File: src/rtl/ex_muldiv_ctrl.sv
// ex_muldiv_ctrl: sequencer for the shared iterative RV32M multiply/divide unit.
// It runs one shift-add or restoring-divide step per cycle, applies the sign
// fix-up on the last step, and presents the result with a one-cycle done pulse.
//
// Handshake: an op is accepted on a rising edge where the FSM is IDLE, start=1
// and flush=0. stall is raised combinationally in that same cycle and stays high
// through CALC. done=1 marks result as valid for exactly one cycle, and result
// then holds until a later op completes. flush aborts in any state. A start seen
// outside IDLE is ignored.
module ex_muldiv_ctrl #(
    parameter int XLEN = 32
) (
    input  logic            clk,
    input  logic            rst,
    input  logic            start,
    input  logic [2:0]      funct3,
    input  logic [XLEN-1:0] rdata1,
    input  logic [XLEN-1:0] rdata2,
    input  logic            flush,
    output logic            stall,
    output logic            busy,
    output logic            done,
    output logic [XLEN-1:0] result
);
    localparam int CW = $clog2(XLEN) + 1;
    localparam logic [CW-1:0] LAST = CW'(XLEN - 1);

    typedef enum logic [1:0] {IDLE, CALC, DONE} state_t;

    state_t          state, state_next;
    logic [CW-1:0]   count;
    logic [2:0]      op;
    logic            neg_q;   // s1^s2: negate the product or quotient
    logic            neg_r;   // s1: negate the remainder
    logic [XLEN-1:0] hi;      // product high half, or partial remainder
    logic [XLEN-1:0] lo;      // multiplier bits, or dividend/quotient bits
    logic [XLEN-1:0] mag_b;   // multiplicand or divisor magnitude

    // Decoding of the incoming op, evaluated in the accept cycle
    logic            s1_in, s2_in, accept, div_zero, div_ovf, special;
    logic [XLEN-1:0] mag1_in, mag2_in, special_res;

    assign accept   = (state == IDLE) && start && !flush;
    assign s1_in    = rdata1[XLEN-1] && (funct3 == 3'd1 || funct3 == 3'd2 ||
                                         funct3 == 3'd4 || funct3 == 3'd6);
    assign s2_in    = rdata2[XLEN-1] && (funct3 == 3'd1 || funct3 == 3'd4 ||
                                         funct3 == 3'd6);
    assign mag1_in  = s1_in ? -rdata1 : rdata1;
    assign mag2_in  = s2_in ? -rdata2 : rdata2;
    assign div_zero = funct3[2] && (rdata2 == '0);
    assign div_ovf  = (funct3 == 3'd4 || funct3 == 3'd6) &&
                      (rdata1 == {1'b1, {(XLEN-1){1'b0}}}) && (rdata2 == '1);
    assign special  = div_zero || div_ovf;

    // Special divides resolve at accept; funct3[1] selects the remainder form
    always_comb begin
        special_res = '0;
        if (div_zero)
            special_res = funct3[1] ? rdata1 : '1;
        else if (div_ovf)
            special_res = funct3[1] ? '0 : {1'b1, {(XLEN-1){1'b0}}};
    end

    // One iteration step for the multiply or the divide, plus the final fix-up
    logic [XLEN:0]     mul_sum;
    logic [XLEN:0]     div_shift;
    logic [XLEN+1:0]   div_diff;
    logic [XLEN-1:0]   step_hi, step_lo, quot_s, rem_s, final_res;
    logic [2*XLEN-1:0] prod_s;

    always_comb begin
        mul_sum   = {1'b0, hi} + (lo[0] ? {1'b0, mag_b} : '0);
        div_shift = {hi, lo[XLEN-1]};
        div_diff  = {1'b0, div_shift} - {2'b00, mag_b};
        if (op[2]) begin
            step_hi = div_diff[XLEN+1] ? div_shift[XLEN-1:0] : div_diff[XLEN-1:0];
            step_lo = {lo[XLEN-2:0], ~div_diff[XLEN+1]};
        end else begin
            step_hi = mul_sum[XLEN:1];
            step_lo = {mul_sum[0], lo[XLEN-1:1]};
        end
        prod_s = neg_q ? -{step_hi, step_lo} : {step_hi, step_lo};
        quot_s = neg_q ? -step_lo : step_lo;
        rem_s  = neg_r ? -step_hi : step_hi;
        case (op)
            3'd0:                final_res = prod_s[XLEN-1:0];
            3'd1, 3'd2, 3'd3:    final_res = prod_s[2*XLEN-1:XLEN];
            3'd4, 3'd5:          final_res = quot_s;
            default:             final_res = rem_s;
        endcase
    end

    // State register
    always_ff @(posedge clk or posedge rst) begin
        if (rst) state <= IDLE;
        else     state <= state_next;
    end

    // Next-state logic; flush overrides everything
    always_comb begin
        state_next = state;
        case (state)
            IDLE:    if (accept) state_next = special ? DONE : CALC;
            CALC:    if (count == LAST) state_next = DONE;
            DONE:    state_next = IDLE;
            default: state_next = IDLE;
        endcase
        if (flush) state_next = IDLE;
    end

    // Operand latch, iteration datapath, counter and result register
    always_ff @(posedge clk or posedge rst) begin
        if (rst) begin
            count  <= '0;
            op     <= '0;
            neg_q  <= 1'b0;
            neg_r  <= 1'b0;
            hi     <= '0;
            lo     <= '0;
            mag_b  <= '0;
            result <= '0;
        end else if (flush) begin
            count <= '0;
        end else if (accept) begin
            count <= '0;
            op    <= funct3;
            neg_q <= s1_in ^ s2_in;
            neg_r <= s1_in;
            hi    <= '0;
            lo    <= mag1_in;
            mag_b <= mag2_in;
            if (special) result <= special_res;
        end else if (state == CALC) begin
            hi    <= step_hi;
            lo    <= step_lo;
            count <= (count == LAST) ? '0 : count + 1'b1;
            if (count == LAST) result <= final_res;
        end
    end

    assign stall = accept || (state == CALC);
    assign busy  = (state != IDLE);
    assign done  = (state == DONE);

endmodule

File: config.mk
export PLATFORM = sky130hd
export DESIGN_NAME = ex_muldiv_ctrl
export DESIGN_NICKNAME = d
export VERILOG_FILES = /design/src/rtl/ex_muldiv_ctrl.sv
export SDC_FILE = /design/constraint.sdc
export NUM_CORES = 1
export LEC_CHECK = 0
export ABC_AREA = 1
export ABC_CLOCK_PERIOD_IN_PS = 6100
export CAP_MARGIN = 20
export CORE_MARGIN = 2
export CORE_UTILIZATION = 55
export CTS_BUF_LIST = sky130_fd_sc_hd__clkbuf_8
export DETAILED_ROUTE_END_ITERATION = 16
export GPL_ROUTABILITY_DRIVEN = 1
export PLACE_DENSITY = 0.78
export SLEW_MARGIN = 15
export SYNTH_ARGS = -nofsm -noshare
export SYNTH_HDL_FRONTEND = slang
export SYNTH_SLANG_ARGS = --single-unit
File: constraint.sdc
create_clock -name clk -period 6.1 [get_ports clk]
set_clock_uncertainty 0.15 [all_clocks]
set_input_delay 0.915 -clock clk [delete_from_list [all_inputs] [get_ports clk]]
set_output_delay 0.915 -clock clk [all_outputs]
set_load 0.02 [all_outputs]
# Word level (Yosys, flattened, before mapping)
# Cells that the tools add are included.
[totals]
reg_bits = 141
latchBits = 0
ram_bits = 0
mem_bits_ro = 0
inputBits = 71
out_inout_bits = 35
word_cells = 97
n_memories = 0
[op_classes]
addsub = 8
multipliers = 0
n_div = 0
magnitude_cmp = 0
n_eq_ne = 17
shifts = 0
mux = 31
bitwise = 3
n_reduce_logical = 29
[op_table]
columns = ["operator", "n"]
rows = [
  ["2-to-1 mux 32 bit", 20],
  ["negation 32 bit", 4],
  ["one-hot mux 32 bit (3 select lines)", 1],
  ["equality test 32 bit (second input constant)", 2],
  ["2-to-1 mux 64 bit", 1],
  ["negation 64 bit", 1],
  ["subtractor 33 x 32 -> 34 bit", 1],
  ["adder 32 x 32 -> 33 bit", 1],
  ["logical NOT 32 bit", 1],
  ["2-to-1 mux 6 bit", 4],
  ["equality test 3 bit (second input constant)", 4],
  ["equality test 3 x 2 -> 1 bit (second input constant)", 3],
  ["logical OR 1 bit", 8],
  ["2-to-1 mux 2 bit", 4],
  ["logical AND 1 bit", 7],
  ["adder 6 x 1 -> 6 bit (second input constant)", 1],
  ["equality test 3 x 1 -> 1 bit (second input constant)", 2],
  ["equality test 6 x 5 -> 1 bit (second input constant)", 1],
  ["!= test 3 bit (second input constant)", 2],
  ["AND reduction 2 bit", 3],
  ["nonzero test 2 bit", 3],
  ["one-hot mux 2 bit (2 select lines)", 1],
  ["AND reduction 4 bit", 1],
  ["logical NOT 3 bit", 1],
  ["10 further kinds", 11],
]

# Depth between registers and ports, before layout
[depth]
word_depth = 9
mapped_depth = 30
mapped_depth_nobuf = 30

# Worst setup path after synthesis
# OpenSTA, ideal clock, no wires.
[synth_timing]
path_kind = "flip-flop to flip-flop"
startpoint = "register hi[23]"
endpoint = "register result[18]"
setup_time_ps = 78
t_arrival_ps = 3550
required_ps = 5872
slack_ps = 2323
stages_incl_launch_ff = 28
n_path_buf = 0
synth_period_minus_slack_ps = 3777
cell_sequence = "dfrtp_1 ha_1 nand2_2 inv_2 nand2_1 nand2_1 a21oi_2 nor2_2 nor2_8 nand3_1 nand2_1 ha_1 nand2_1 nor3_4 nand3_2 nor2_4 nand2_2 nor2_2 nand2_1 nor2_2 nand3_2 o21ai_2 nand2_1 nand2_1 nand2_1 o21ai_1 nand3_1 a21boi_1"
[synth_via]
elab_chain_cells = 9
word_cells_on_any_way = 15
classes_between = "4 x add/sub; 10 x mux; 1 x bitwise"
[synth_lines]
columns = ["item", "line_no", "source"]
rows = [
  ["from (decl)", "35", "logic [XLEN-1:0] hi;"],
  ["from (signal assigned)", "134", "hi <= step_hi;"],
  ["subtractor 33 x 32 -> 34 bit *", "74", "div_diff = {1'b0, div_shift} - {2'b00, mag_b};"],
  ["2-to-1 mux 32 bit or inverter 1 bit (tied branches)", "76, 77", ""],
  ["2-to-1 mux 32 bit", "75", "if (op[2]) begin"],
  ["negation 64 bit (tied with other cells)", "82", "prod_s = neg_q ? -{step_hi, step_lo} : {step_hi, step_lo};"],
  ["2-to-1 mux 64 bit (tied with other cells)", "82", ""],
  ["one-hot mux 32 bit (3 select lines) *", "85", "case (op)"],
  ["2-to-1 mux 32 bit *", "137", "if (count == LAST) result <= final_res;"],
  ["2-to-1 mux 32 bit *", "133", "end else if (state == CALC) begin"],
  ["2-to-1 mux 32 bit *", "124", "end else if (accept) begin"],
  ["to (signal assigned)", "132", "if (special) result <= special_res;"],
  ["to (signal assigned)", "137", ""],
  ["to (decl)", "23", "output logic [XLEN-1:0] result"],
]
# Every way passes the cells marked *; elsewhere a longest branch is shown, timed or not. The select of a mux whose other input is x is not followed.
# A chain may end at the register's enable or synchronous reset.

# Worst setup path after layout
[layout_timing]
startpoint = "register hi[26]"
endpoint = "register result[20]"
# The elaborated chain is that of the path after synthesis.

==> results.txt <==
run status - finished clean
initial DRC count - 2977
Initial Util - 0.555
FF+latch count, synth - 141
routed wire length - 71100 um
Clock Sink Count - 141
GRT Residual Overflow - 0
Worst setup EP type - flop
RSZ-0062 raised after global routing - no
gr usage total - 0.428
Seq/Total Area, Yosys - 0.203
top_reg_cell synth - dfrtp_1
area grow syn2layout - 9.46%
Slew HR - 0.249
Max Root-Sink Buffers - 2
top-area cell type share of the netlist area - 0.203
Crit Path Class - flop to flop
clk slew on worst S/H paths - 90 ps
post-route clock period utilization - 0.832
DR pass1 iterations - 8
reg2reg end - result[20]
largest net degree at the start of global routing - 100
hold path depth - 1
Cell Area, Synth - 17400 um2
max-cap viol count - 0
RePlAce Congestion - 1.03
met2 WL - 28700 um
power density over cell area - 490 nW/um2
post-route cell area - 19000 um2
CTS tree - yes
die width - 182 um
M1 wire length - 30100 um
Reg2Reg Launch Point - hi[26]
EDFF count, synth - 0
Post-Layout Cell Count - 3461
Setup Fix Bufs, Post-CTS - 0
Post-DRT Antenna Nets - 0
port buffer count - 105
Placeable Area - 31300 um2
synthesized net count - 3137
DR DRC count - 0
Min-Delay Endpoint - count[5]
CP arrival - 5330 ps
Pleak - 10.2 nW
dpl cell area - 18600 um2
Rows - 65
share of layout cells above drive strength 1 - 0.0733
vias in the first global route - 19100
FF-to-FF setup slack - 1030 ps
hpwl dp - 55800 um
Ys Warns - 0
# H-tree levels - 4
Skew-Pair Late Insertion Delay - 530 ps
Worst Reg-to-Reg Cells - 25
Final min period - 5070 ps
global-route wire length before repair - 109000 um
Critical Path RT - 6360 ps
Hold Buf Count CTS - 0
fin nets - 3188
CP Max Fanout - 28
Final Hold Fails - 0
crit start category - flop
ranking of synthesized cells by area - dfrtp_1 20%, nand2_1 20%, inv_1 9.9%
dpl cells - 3428
Resized Gates After CTS - 0
detail-routed via count per cell - 6.01
setup TNS - 0 ps
post-synth top area cell - dfrtp_1
worst hold margin - 347 ps
Avg WL per Cell - 20.6 um
Mean Syn Cell Area - 5.81 um2
count of final setup violators - 0
worst vdd ir - 0.000214 V
Synth Instances - 2994
final slew viol count - 0
final core utilization - 0.608
Root Buffer - clkbuf_8
Max Freq - 197 MHz
Worst Hold Class - flop to flop
Die Area - 33000 um2
Worst-Margin Slew - 1130 ps
Distinct cells, synth - 58
initial antenna violation count - 1
Die Ht - 182 um
hold wc startpoint - count[5]
Async SR Flop Fraction - 1.00
Vias - 20800
DR top layer - met4
IO Count - 106
routed wl met3 - 9130 um
cts bufs inserted - 17
-- power breakdown --
part	total, W	switching, W	internal, W
combinational	0.00706	0.00510	0.00196
sequential	0.00146	0.000308	0.00115
clock	0.000803	0.000458	0.000344
-- cell usage in the layout, fill, tap and decap left out, types with 4 or more instances in the layout --
cell,count
inv_1,457
clkbuf_8,19
a21boi_1,17
nor2_2,30
o211ai_1,6
nor3_2,4
inv_6,4
a31oi_1,9
o21ai_1,26
nand3_1,215
a2bb2oi_1,8
nand3_2,23
and2_1,5
o21ai_2,11
clkinv_1,5
o22ai_1,15
or2_2,39
a21oi_1,147
nand2_2,15
nor3_1,35
nor2_1,249
nand2_1,915
nand4_1,52
clkinvlp_4,4
xnor2_1,7
o221ai_1,4
clkdlybuf4s50_1,105
nor2_4,7
nand3b_1,10
xor2_1,77
inv_2,22
o21ai_0,232
nor4_1,8
ha_1,70
buf_4,23
o21bai_1,7
dfrtp_1,139
-- how the worst max path moves through the flow --
stage | from | end | slack, ps | cells past startpoint
after floorplan | rst | count[0] | 1250 | 1
after global placement | hi[23] | result[20] | 1350 | 27
after detailed placement | rdata2[0] | result[15] | 1210 | 19
after CTS | hi[19] | result[18] | 1200 | 27
after global routing | hi[19] | result[20] | 740 | 27
final | hi[26] | result[20] | 1030 | 25
-- cells in the mapped netlist (27+ instances only) --
cell,count
nand2_1,915
inv_1,457
nor2_1,252
o21ai_0,232
nand3_1,215
a21oi_1,147
dfrtp_1,141
xor2_1,77
ha_1,70
clkbuf_1,60
nand4_1,52
or2_2,39
nor3_1,35
nor2_2,27
-- layout make-up --
cell class / count / area, um2
Antenna cell: 1 / 2.50
Clock buffer: 19 / 262
Clock inverter: 13 / 116
Fill cell: 3113 / 12300
Inverter: 484 / 1820
Multi-Input combinational cell: 2273 / 11600
Sequential cell: 141 / 3530
Tap cell: 402 / 503
Timing Repair Buffer: 128 / 1220
-- worst max-delay path, cell delays in order, from the launching register on --
cell	delay, ps
dfrtp_1	440
ha_1	410
nand2_1	170
a21oi_1	80
o21ai_0	170
nand2_1	150
nor2_8	430
nand3_1	390
nand2_1	270
ha_1	230
nand2_1	110
nor3_4	230
nand3_2	170
inv_1	100
nand4_1	100
nor2_1	120
buf_4	170
inv_1	50
nor2_1	380
nand2_1	150
nand2_1	80
nand2_1	60
nand3_1	70
nand3_1	100
nand2_1	100
a21boi_1	50
-- state kept, by name (all words and copies together) (netlist names) --
register	cells
hi	32
lo	32
mag_b	32
result	32
count	6
op	3
state	2
neg_q	1
neg_r	1
-- per-stage QoR --
step / power, W / setup slack, ps
floorplan: 0.00619 / 1250
global placement: 0.00814 / 1350
detailed placement: 0.00821 / 1210
CTS: 0.00902 / 1200
global route: 0.00998 / 736
finish: 0.00932 / 1030
-- per-layer routing --
layer | vias up | global-route usage
met3 | 195 | 0.113
met4 | 0 | 0.174
met2 | 1381 | 0.624
met5 | - | 0
li1 | 9648 | -
met1 | 9565 | 0.601
-- kinds of logic after synthesis --
kind of cell             after synthesis  synth area share
AND/OR/NAND/NOR                     1620             0.411
AO/OA/AOI/OAI                        497             0.159
flip-flops                           141             0.203
adder cells (fa/ha/maj)               72            0.0527
buffers and inverters                580             0.132
XOR/XNOR                              84            0.0423
Note: power is estimated with default switching activity, not from simulation.
==> edit, RTL diff (same flow settings) <==
Set the parameter `XLEN` to 16 (it was 32).
--- a/src/rtl/ex_muldiv_ctrl.sv
+++ b/src/rtl/ex_muldiv_ctrl.sv
@@ -10,3 +10,3 @@
 module ex_muldiv_ctrl #(
-    parameter int XLEN = 32
+    parameter int XLEN = 16
 ) (
Interface: changed (resized rdata1, rdata2 and result); port bits go from 106 to 58. No check against the original RTL was run, so the function may have changed too.
==> edit against the unedited design <==
- sequential share of layout area rose by 2.0 points
- largest power group unchanged
- largest cell class unchanged
- sequential cell count shrank 65
- utilization grew 0.70 points
- total power fell by 56%
- final area fell by 51%
- worst setup slack better by 880 ps
- wire length is 62% lower
- final cell count decreased by 55%
- critical path type unchanged
- synthesized area shrank 52%
- die area is 51% lower
- clock power shrank 44%
- critical path depth shrank 2
- highest routed layer unchanged
- critical endpoint is now result[14]
- sequential power shrank 48%
==> edit: results (changes against the unedited design) <==
Layout Nets = 1,459 (was 3,188)
Worst Setup SP = hi[13] (was hi[26])
Critical hold path startpoint = mag_b[3] (was count[5])
Reg2Reg Setup Slack = 1910 ps (was 1030 ps)
Vias post-DR = 9,132 (was 20,789)
Clock group = 0.000450 W (was 0.000803 W)
Sw Share = 56.62% (was 62.93%)
Critical path peak fanout = 18 (was 28)
Vias in the first global route = 8,182 (was 19,064)
Worst-Margin Slew = 1138 ps (was 1126 ps)
Largest net degree at the start of global routing = 77 (was 100)
Antenna violations before repair = 0 (was 1)
Final worst slack = 1910 ps (was 1026 ps)
# fillers = 1,464 (was 3,113)
Mapped Nets = 1,421 (was 3,137)
Post-synth top cells = 376 x nand2_1, 180 x inv_1, 117 x nand3_1 (was 915 x nand2_1, 457 x inv_1, 252 x nor2_1)
Gr usage total = 33.46% (was 42.84%)
Combinational logic power = 0.00290 W (was 0.00706 W)
Maximum vdd drop = 0.0002166 V (was 0.0002138 V)
Diodes inserted = 0 (was 1)
Placement Cell Area = 9017 µm² (was 18,650 µm²)
Global placement routability congestion = 0.9929 (was 1.033)
FF-to-FF Start = hi[13] (was hi[26])
Hpwl dp = 20.61 mm (was 55.80 mm)
First-pass GRT wire length = 42.89 mm (was 108.8 mm)
First DRT Iteration DRCs = 1,154 (was 2,977)
Distinct cells, synth = 55 (was 58)
CTS Buf Count = 9 (was 17)
Place WS = 2011 ps (was 1213 ps)
H-tree depth = 3 (was 4)
Layout cells sized above 1 = 8.454% (was 7.325%)
Cell Pwr Density = 444.4 nW/µm² (was 489.8 nW/µm²)
Synth area leaders = dfrtp_1 23%, nand2_1 17%, inv_1 8.1% (was dfrtp_1 20%, nand2_1 20%, inv_1 9.9%)
Crit path DAT = 4290 ps (was 5330 ps)
Status = finished, final reports clean (unchanged)
edit: per-layer routing:
layer / share of wire (%) / track usage, %
met3: 8.8 / 6.365
met4: 2.9 / 11.38
met1: 45 / 48.66
met5: 0 / 0
met2: 43 / 49.92
edit: layout make-up:
cell class                      count  area [µm²]  area share, %
Inverter                          192       724.4          7.839
Clock buffer                       11       151.4          1.638
Timing Repair Buffer               66       638.1          6.905
Multi-Input combinational cell   1035        5517          59.69
Sequential cell                    76        1903          20.59
Tap cell                          188       235.2          2.545
Clock inverter                      4       72.57         0.7853
edit: final timing paths:
path,to,cells after the start
max in group asynchronous,op[2],3
hold reg to reg,mag_b[3],2
setup reg to reg,result[14],23
min in group asynchronous,mag_b[2],3
setup / recovery,result[14],23
hold / removal,mag_b[3],2
edit: cell families (layout without fill, tap and decap cells):
family	count (synthesis)	in the layout	share of synthesized area [%]
fa+ha+maj	40	40	6.146
flops	76	76	22.67
buf+inv	231	273	11.56
simple gates	717	717	38.75
compound gates	230	230	15.86
xor+xnor	48	48	5.012
edit: worst max-delay path: stages, from the launching register on:
cell and delay (ps):
dfrtp_1 450, ha_1 360, a21o_1 200, nand2_1 50, nand2_1 80, nor2_4 420, nand2_8 200, o21ai_4 260
ha_1 210, inv_1 50, nor3_1 320, nand2_1 160, nor3_1 160, nand4_1 160, clkinv_1 100, nand3_2 90
o21ai_2 200, nand2_1 80, nand2_1 60, nand2_1 50, nand2_1 50, nand3_1 60, nand2_1 70, a21oi_2 50
edit: stage by stage:
stage,util [%],hold slack (ps),instances
final,61.47,364.4,1572
after global placement,59.93,340.8,1556
after detailed placement,59.98,353.6,1557
after CTS,61.47,373.4,1572
after global routing,61.47,393.9,1572
after floorplan,-,303.7,1342
